--- config.mk ---
export PLATFORM = sky130hd
export DESIGN_NAME = bpm_tick_gen
export DESIGN_NICKNAME = d
export VERILOG_FILES = /design/src/rtl/bpm_tick_gen.sv
export SDC_FILE = /design/constraint.sdc
export NUM_CORES = 1
export LEC_CHECK = 0
export BUFFER_PORTS_ARGS = -buffer_cell sky130_fd_sc_hd__clkbuf_2
export CAP_MARGIN = 20
export CORE_UTILIZATION = 50
export CTS_CLUSTER_DIAMETER = 100
export CTS_CLUSTER_SIZE = 14
export DETAILED_ROUTE_END_ITERATION = 6
export PLACE_DENSITY = 0.72
export SYNTH_ARGS = -nofsm -noshare
export SYNTH_HDL_FRONTEND = slang
export SYNTH_SLANG_ARGS = --single-unit
--- constraint.sdc ---
create_clock -name clk -period 4.71 [get_ports clk]
set_input_delay 0.471 -clock clk [delete_from_list [all_inputs] [get_ports clk]]
set_output_delay 0.471 -clock clk [all_outputs]
set_load 0.01 [all_outputs]
--- src/rtl/bpm_tick_gen.sv ---
// bpm_tick_gen: tempo generator producing subdivision, beat and measure ticks from a runtime BPM.
//   clk/reset(async, active-low); load_bpm/bpm/beats_per_measure -> ready/bpm_err handshake;
//   play (run/pause), restart (phase reset); tick_sub/tick_beat/tick_measure, sub_idx, beat_idx, period.
module bpm_tick_gen #(
  parameter int CLK_HZ      = 50_000_000,
  parameter int CNT_W       = 32,
  parameter int BPM_W       = 9,
  parameter int SUBDIV      = 2,
  parameter int BEATS_W     = 3,
  parameter int DEFAULT_BPM = 120,
  localparam int SUB_W      = (SUBDIV > 1) ? $clog2(SUBDIV) : 1
) (
  input  logic               clk,
  input  logic               reset,
  input  logic               load_bpm,
  input  logic [BPM_W-1:0]   bpm,
  input  logic [BEATS_W-1:0] beats_per_measure,
  input  logic               play,
  input  logic               restart,
  output logic               ready,
  output logic               bpm_err,
  output logic               tick_sub,
  output logic               tick_beat,
  output logic               tick_measure,
  output logic [SUB_W-1:0]   sub_idx,
  output logic [BEATS_W-1:0] beat_idx,
  output logic [CNT_W-1:0]   period
);
  localparam int STEP_W = $clog2(CNT_W + 1);
  localparam logic [63:0] NUM64 = 64'(CLK_HZ) * 64'd60;
  localparam logic [CNT_W-1:0] NUM = CNT_W'(NUM64);
  localparam logic [63:0] DEF_Q = NUM64 / (64'(DEFAULT_BPM) * 64'(SUBDIV));
  localparam logic [CNT_W-1:0] DEF_P = CNT_W'((DEF_Q < 64'd2) ? 64'd2 : DEF_Q);
  logic               busy, done, ge, accept;
  logic [STEP_W-1:0]  step;
  logic [CNT_W-1:0]   rem, quo, den, diff, q_fix, pend, new_p, p_use, cnt;
  logic [CNT_W:0]     trial;
  logic               pend_v, avail, wrap, reload, adopt, tick_r, armed;
  logic [BEATS_W-1:0] beats, beats_pend, beat_nxt;
  logic [SUB_W-1:0]   sub_nxt;
  logic               sub_last, beat_last;
  // Restoring division step; the remainder stays below den, so the low CNT_W bits of the difference suffice.
  always_comb begin
    accept    = load_bpm && !busy && bpm != '0;
    done      = busy && step == '0;
    trial     = {rem, quo[CNT_W-1]};
    ge        = trial >= {1'b0, den};
    diff      = trial[CNT_W-1:0] - den;
    q_fix     = (quo < CNT_W'(2)) ? CNT_W'(2) : quo;
    avail     = done || pend_v;
    new_p     = done ? q_fix : pend;
    wrap      = play && cnt == '0;
    reload    = restart || wrap;
    adopt     = reload && avail;
    p_use     = adopt ? new_p : period;
    sub_last  = sub_idx == SUB_W'(SUBDIV - 1);
    beat_last = beat_idx == beats - 1'b1;
    sub_nxt   = sub_last ? '0 : sub_idx + 1'b1;
    beat_nxt  = sub_last ? (beat_last ? '0 : beat_idx + 1'b1) : beat_idx;
  end
  always_ff @(posedge clk or negedge reset) begin
    if (!reset) begin
      busy       <= 1'b0;
      step       <= '0;
      rem        <= '0;
      quo        <= '0;
      den        <= '0;
      pend       <= '0;
      pend_v     <= 1'b0;
      period     <= DEF_P;
      cnt        <= DEF_P - 1'b1;
      tick_r     <= 1'b0;
      bpm_err    <= 1'b0;
      sub_idx    <= '0;
      beat_idx   <= '0;
      armed      <= 1'b1;
      beats      <= BEATS_W'(4);
      beats_pend <= BEATS_W'(4);
    end else begin
      bpm_err <= load_bpm && !busy && bpm == '0;
      if (accept) begin
        busy       <= 1'b1;
        step       <= STEP_W'(CNT_W);
        rem        <= '0;
        quo        <= NUM;
        den        <= CNT_W'(bpm) * CNT_W'(SUBDIV);
        beats_pend <= (beats_per_measure == '0) ? BEATS_W'(1) : beats_per_measure;
      end else if (done) begin
        busy <= 1'b0;
      end else if (busy) begin
        rem  <= ge ? diff : trial[CNT_W-1:0];
        quo  <= {quo[CNT_W-2:0], ge};
        step <= step - 1'b1;
      end
      if (done) pend <= q_fix;
      pend_v <= !adopt && avail;
      if (reload) begin
        cnt    <= p_use - 1'b1;
        period <= p_use;
      end else if (play) begin
        cnt <= cnt - 1'b1;
      end
      tick_r <= !restart && wrap;
      // A downbeat (first tick after reset/restart, or a measure wrap) is where a new beats count takes over.
      if (restart) begin
        sub_idx  <= '0;
        beat_idx <= '0;
        armed    <= 1'b1;
      end else if (wrap) begin
        sub_idx  <= armed ? '0 : sub_nxt;
        beat_idx <= armed ? '0 : beat_nxt;
        armed    <= 1'b0;
        if (armed || (sub_last && beat_last)) beats <= beats_pend;
      end
    end
  end
  assign ready        = !busy;
  assign tick_sub     = tick_r && play;
  assign tick_beat    = tick_sub && sub_idx == '0;
  assign tick_measure = tick_beat && beat_idx == '0;
endmodule

==> results of run 1 <==
registers in the layout, indices dropped and copies added, names as in the netlist:
name and flops:
armed 1, den 9, sub_idx 1, beat_idx 3, pend_v 1, quo 32, bpm_err 1, busy 1
beats 3, cnt 32, beats_pend 3, tick_r 1, step 6, pend 32, period 32, rem 32
where the power goes:
part / total (mW) / switching (mW) / internal [mW]
clock: 1.42 / 0.712 / 0.706
combinational: 3.47 / 1.99 / 1.48
sequential: 3.10 / 0.705 / 2.40
total: 7.99 / 3.41 / 4.58
cells by family after synthesis:
kind of cell | Yosys count
compound gates | 280
xor+xnor | 52
fa+ha+maj | 15
buf+inv | 102
flops | 190
mux | 75
simple gates | 432
final timing paths:
path | depth (start not counted) | slack, ps | end
hold reg to reg | 2 | 480 | cnt[0]
min in group clk | 3 | 240 | den[5]
hold / removal | 1 | 120 | cnt[9]
setup / recovery | 11 | 590 | cnt[26]
setup reg to reg | 11 | 590 | cnt[26]
max in group asynchronous | 2 | 3470 | period[11]
critical path, stage by stage, from the launching register on:
cell       delay (ps)
dfrtp_1           440
nor4_2            600
nand4_2           290
o31a_1            590
buf_4             290
a21oi_1           160
ha_1              300
o21ai_1           230
nor2_1            580
o2111ai_1         260
a21oi_1           200
o21a_1            120
metrics by stage:
step,instances,hold WS [ps],util
3_3_place_gp,1434,465,0.545
4_1_cts,1466,183,0.573
2_1_floorplan,1146,175,-
5_1_grt,1466,218,0.573
3_5_place_dp,1434,474,0.545
6_report,1466,121,0.573
final cells by class:
class                           instances  area, sq um
Fill cell                            1804         8720
Multi-Input combinational cell        854         5370
Sequential cell                       190         4790
Timing Repair Buffer                   82          482
Clock buffer                           18          429
Tap cell                              270          338
Clock inverter                         14          149
Inverter                               38          143
synthesized netlist by cell type (3+ instances only):
cell,instances,area (sq um)
o211ai_1,9,67.6
a21oi_1,64,320
inv_1,36,135
a31oi_1,6,37.5
nor3_1,39,195
or3_1,16,100
nand3_1,17,85.1
a22o_1,22,193
xnor2_1,35,307
nor4_1,20,125
nor2b_1,8,50.1
o31a_1,3,26.3
o21a_1,10,75.1
o22ai_1,11,68.8
o22a_1,15,131
nand2b_1,6,37.5
a21o_1,7,52.6
and3_1,6,37.5
nand4_1,5,31.3
xor2_1,17,149
clkbuf_1,46,173
buf_1,12,45.0
or4_1,11,82.6
nand2_1,171,642
o21ai_0,89,445
a211oi_1,10,75.1
nor4b_1,3,26.3
dfrtp_1,159,3980
ha_1,14,175
o31ai_1,4,30.0
o2111ai_1,3,26.3
nor2_1,95,357
a211o_1,3,26.3
nand3b_1,4,30.0
buf_2,3,15.0
nor3b_1,7,52.6
mux2_2,38,428
or2_2,8,50.1
dfstp_2,31,815
mux2i_1,37,370
metal layers:
layer  wire length [microns]  global-route usage  vias to the layer above
met4                     400              0.0789                        0
met3                    1510              0.0416                       36
li1                        -                   -                     4165
met2                   13200               0.422                      275
met5                       0                   0                        -
met1                   12100               0.355                     4323
==> out/metrics.yaml, run 1 <==
outcome: "complete, no violations"
cts.hold.buffers_added: 0
grt_overflow: 0
grt_max_degree: 111
synthAdderAreaFrac: 0.0185
final_antenna_net_count: 0
layout_common_cells: "170 x nand2_1, 159 x dfrtp_1, 94 x nor2_1, 89 x o21ai_0, 63 x a21oi_1"
synth_cell_type_count: 77
hpwl_microns: 18900
netlist_instances: 1146
vias_per_cell: 6.00
synthMuxAreaShare: 0.0758
gp_congestion: 0.916
drtIter0Drc: 734
slew_viol_final: 0
grt_pass1_vias: 8492
setup-tns-final_ps: 0
drt_wl_total_microns: 27200
synth_edf_count: 0
fin_nets: 1215
die_w_microns: 147
yosysSeqAreaShare: 0.455
die_area_sq_mm: 0.0217
synth_xor_area_frac: 0.0432
firstDrtPassIters: 5
synth_area_sq_mm: 0.0105
synth-simple-area-share: 0.198
ys_ff_latch: 190
ioPinCount: 58
vias: 8799
antenna_found_initial: 0
p_per_area_mw_per_mm2: 682
worstSetupEndpointType: "register"
avgSynthCellArea_sq_um: 9.19
h-tree-depth: 4
synthToLayoutAreaGrowth_pct: 11.2
period_needed_ps: 4120
clkSinkCount: 190
layout_setup_ws_ps: 588
die-height_microns: 147
worstPathArrival_ps: 4510
grt_usage: 0.259
synth_ff_type: "dfrtp_1"
critical_path_class: "reg2reg"
critPathMaxFanout: 14
maxCapViolations: 0
cts.path.max_buffers: 2
pre_cts_ws_ps: 722
layout_commonest_cell: "nand2_1"
period_share: 0.875
hold_viol: 0
synth-compound-area-share: 0.172
cp-start-kind: "register"
cp.required_ps: 5090
portBuffers: 57
insertion_delay_ps: 450
yosys_warnings: 0
rsz0062_at_grt: "false"
cts_buffers: 17
num_rows: 52
grt_pass1_wl_microns: 44300
skew_ps: 16.4
crit_start: "cnt[14]"
start_util: 0.516
cts_root_buf: "clkbuf_16"
synth_nets: 1178
placedInstanceArea_sq_mm: 0.0111
antenna_cells: 0
vdd_drop_max_v: 0.000365
drc_errors: 0
cts_resized: 0
synth_top_family_by_area: "simple AND/OR/NAND/NOR gates"
cts_tree: "done"
finalPower_mw: 7.99
wire_per_inst_microns: 18.6
hold_path.class: "in2async"
cts_setup_buffers: 0
async_reset_ff_frac: 1.00
clk_pin_slew_ps: 80
slew_headroom: 0.384
setup_viol: 0
power.leakage_nw: 5.16
layout-drive-gt1-share: 0.175
r2r-start: "cnt[14]"
max_freq_ghz: 0.243
worstMarginPinSlew_ps: 924
fin_area_sq_mm: 0.0117
core_sq_mm: 0.0204
Note: power is estimated with default switching activity, not from simulation.
==> run 2, diff against run 1 <==
--- a/config.mk
+++ b/config.mk
@@ -5,13 +5,13 @@
 export SDC_FILE = /design/constraint.sdc
 export NUM_CORES = 1
 export LEC_CHECK = 0
+export ABC_AREA = 1
 export BUFFER_PORTS_ARGS = -buffer_cell sky130_fd_sc_hd__clkbuf_2
 export CAP_MARGIN = 20
 export CORE_UTILIZATION = 50
 export CTS_CLUSTER_DIAMETER = 100
-export CTS_CLUSTER_SIZE = 14
 export DETAILED_ROUTE_END_ITERATION = 6
-export PLACE_DENSITY = 0.72
+export PLACE_DENSITY_LB_ADDON = 0.3
 export SYNTH_ARGS = -nofsm -noshare
 export SYNTH_HDL_FRONTEND = slang
 export SYNTH_SLANG_ARGS = --single-unit
==> out/metrics.yaml, run 2 <==
outcome: "complete, no violations"
synthToLayoutAreaGrowth_pct: 9.84
hold_viol: 0
yosys-top-cells-area: "dfrtp_1 37%, nand2_1 15%, dfstp_2 7.6%"
ys_ff_latch: 190
max_freq_ghz: 0.280
yosysMostFrequentCell: "nand2_1"
grt_pass1_wl_microns: 46500
grt_pass1_vias: 8716
vias: 9471
yosysSeqAreaShare: 0.444
firstDrtPassIters: 5
slew_viol_final: 0
fin_util: 0.562
cts.hold.buffers_added: 0
n_fill_cell: 2013
hpwl_microns: 20400
yosys_warnings: 0
start_util: 0.512
gp_congestion: 1.02
synth-simple-area-share: 0.304
vdd_drop_max_v: 0.000373
maxCapViolations: 0
worstSetupEndpointType: "register"
path_cells: "nor2_1, nand2_1, nor2_1, nand3_2, nand2_4, inv_2, nand2_1, nand2_1, nor2_4, ha_1, nand3_2, nor2_4, nand3_1, nor2_1, nand2_1, nand2_1, nand2_1, nand2_1, nand2_1"
critPathMaxFanout: 31
vias_per_cell: 5.37
synth_cell_type_count: 50
portBuffers: 57
cp_common_cell: "nand2_1"
synth_top_family_by_area: "simple AND/OR/NAND/NOR gates"
fin_nets: 1509
die_w_microns: 149
die_area_sq_mm: 0.0222
layout-drive-gt1-share: 0.153
final_antenna_net_count: 0
async_reset_ff_frac: 1.00
cts_resized: 0
rsz0062_at_grt: "false"
grt_overflow: 0
grt_usage: 0.270
antenna_cells: 0
synth_area_sq_mm: 0.0108
cts_tree: "done"
synth_ff_type: "dfrtp_1"
drtIter0Drc: 895
final_cells: 1765
synthAdderAreaFrac: 0.0181
grt_max_degree: 125
power.leakage_nw: 5.89
insertion_delay_ps: 440
critical_path_class: "reg2reg"
layout_commonest_cell: "nand2_1"
setup-tns-final_ps: 0
netlist.top_cell.by_area: "dfrtp_1"
period_share: 0.758
cts_buffers: 17
layout_common_cells: "420 x nand2_1, 162 x inv_1, 161 x nor2_1, 159 x dfrtp_1, 97 x nand3_1"
slew_headroom: 0.480
cp.required_ps: 5040
skew_ps: 16.9
cp-start-kind: "register"
drc_errors: 0
synth-compound-area-share: 0.116
drt_wl_total_microns: 28200
h-tree-depth: 4
clk_pin_slew_ps: 80
synth_edf_count: 0
wire_per_inst_microns: 16.0
synthMuxAreaShare: 0.00197
whs_ps: 47.4
worstPathArrival_ps: 3900
hold_path.class: "in2async"
antenna_found_initial: 0
cts_root_buf: "clkbuf_16"
slowest_stage: "dfrtp_1"
cts.path.max_buffers: 2
synth_nets: 1470
avgSynthCellArea_sq_um: 7.50
cts_setup_buffers: 0
cpPeakStageDelay_ps: 410
worstMarginPinSlew_ps: 779
core_sq_mm: 0.0211
clkSinkCount: 190
synth.top_cell.area_share: 0.369
post-place-cells: 1733
netlist_instances: 1438
ys_top_cells_by_count: "420 x nand2_1, 162 x inv_1, 161 x nor2_1"
setup_viol: 0
period_needed_ps: 3570
ioPinCount: 58
num_rows: 53
p_per_area_mw_per_mm2: 702
synth_xor_area_frac: 0.0260
die-height_microns: 149
==> run 2: critical path, delay by kind of cell (launching register included) <==
| kind | cells | cell delay, ps |
|---|---|---|
| flip-flops | 1 | 410 |
| AND/OR/NAND/NOR | 17 | 2460 |
| buffers and inverters | 1 | 360 |
| adder cells (fa/ha/maj) | 1 | 190 |
==> run 2: kinds of logic (layout without fill, tap and decap cells) <==
family,count (synthesis),count (layout)
AND/OR/NAND/NOR,762,762
XOR/XNOR,32,32
adder cells (fa/ha/maj),15,15
multiplexers,2,2
AO/OA/AOI/OAI,200,200
buffers and inverters,237,289
flip-flops,190,190
==> run 2: final cells by class <==
cell class,count,area [sq um],share of cell area
multi-input cells,1011,5030,0.425
flip-flops and latches,190,4790,0.405
inverters,189,709,0.0599
clock buffers,18,429,0.0362
repair buffers,68,389,0.0328
well taps,275,344,0.0290
clock inverters,14,150,0.0127
==> run 2: stage by stage <==
stage | setup slack (ps) | instance area (sq um) | total power, mW
after floorplan | 2200 | 10800 | 5.78
after global placement | 1350 | 11300 | 6.79
after detailed placement | 1280 | 11300 | 6.87
after CTS | 1230 | 11800 | 8.33
after global routing | 883 | 11800 | 9.06
final | 1140 | 11800 | 8.32
==> run 2: worst paths after layout <==
path | startpoint | end | slack (ps) | cells past startpoint
setup / recovery | cnt[29] | cnt[26] | 1140 | 19
hold / removal | reset | quo[6] | 50 | 1
setup reg to reg | cnt[29] | cnt[26] | 1140 | 19
hold reg to reg | beats_pend[2] | beats_pend[2] | 470 | 2
max in group asynchronous | reset | pend[27] | 3630 | 2
min in group clk | beats_per_measure[2] | beats_pend[2] | 220 | 3
==> run 2: per-layer routing <==
layer  wire length [microns]  vias to the layer above  global-route usage
met5                       0                        -                   0
met4                     540                        0              0.0684
met3                    1960                       42              0.0511
met2                   12200                      335               0.403
met1                   13500                     4423               0.401
li1                        -                     4671                   -
==> run 2: report_power, final <==
group	switching (mW)	internal (mW)	total (mW)
clock	0.724	0.708	1.43
combinational	2.61	1.32	3.93
sequential	0.500	2.46	2.96
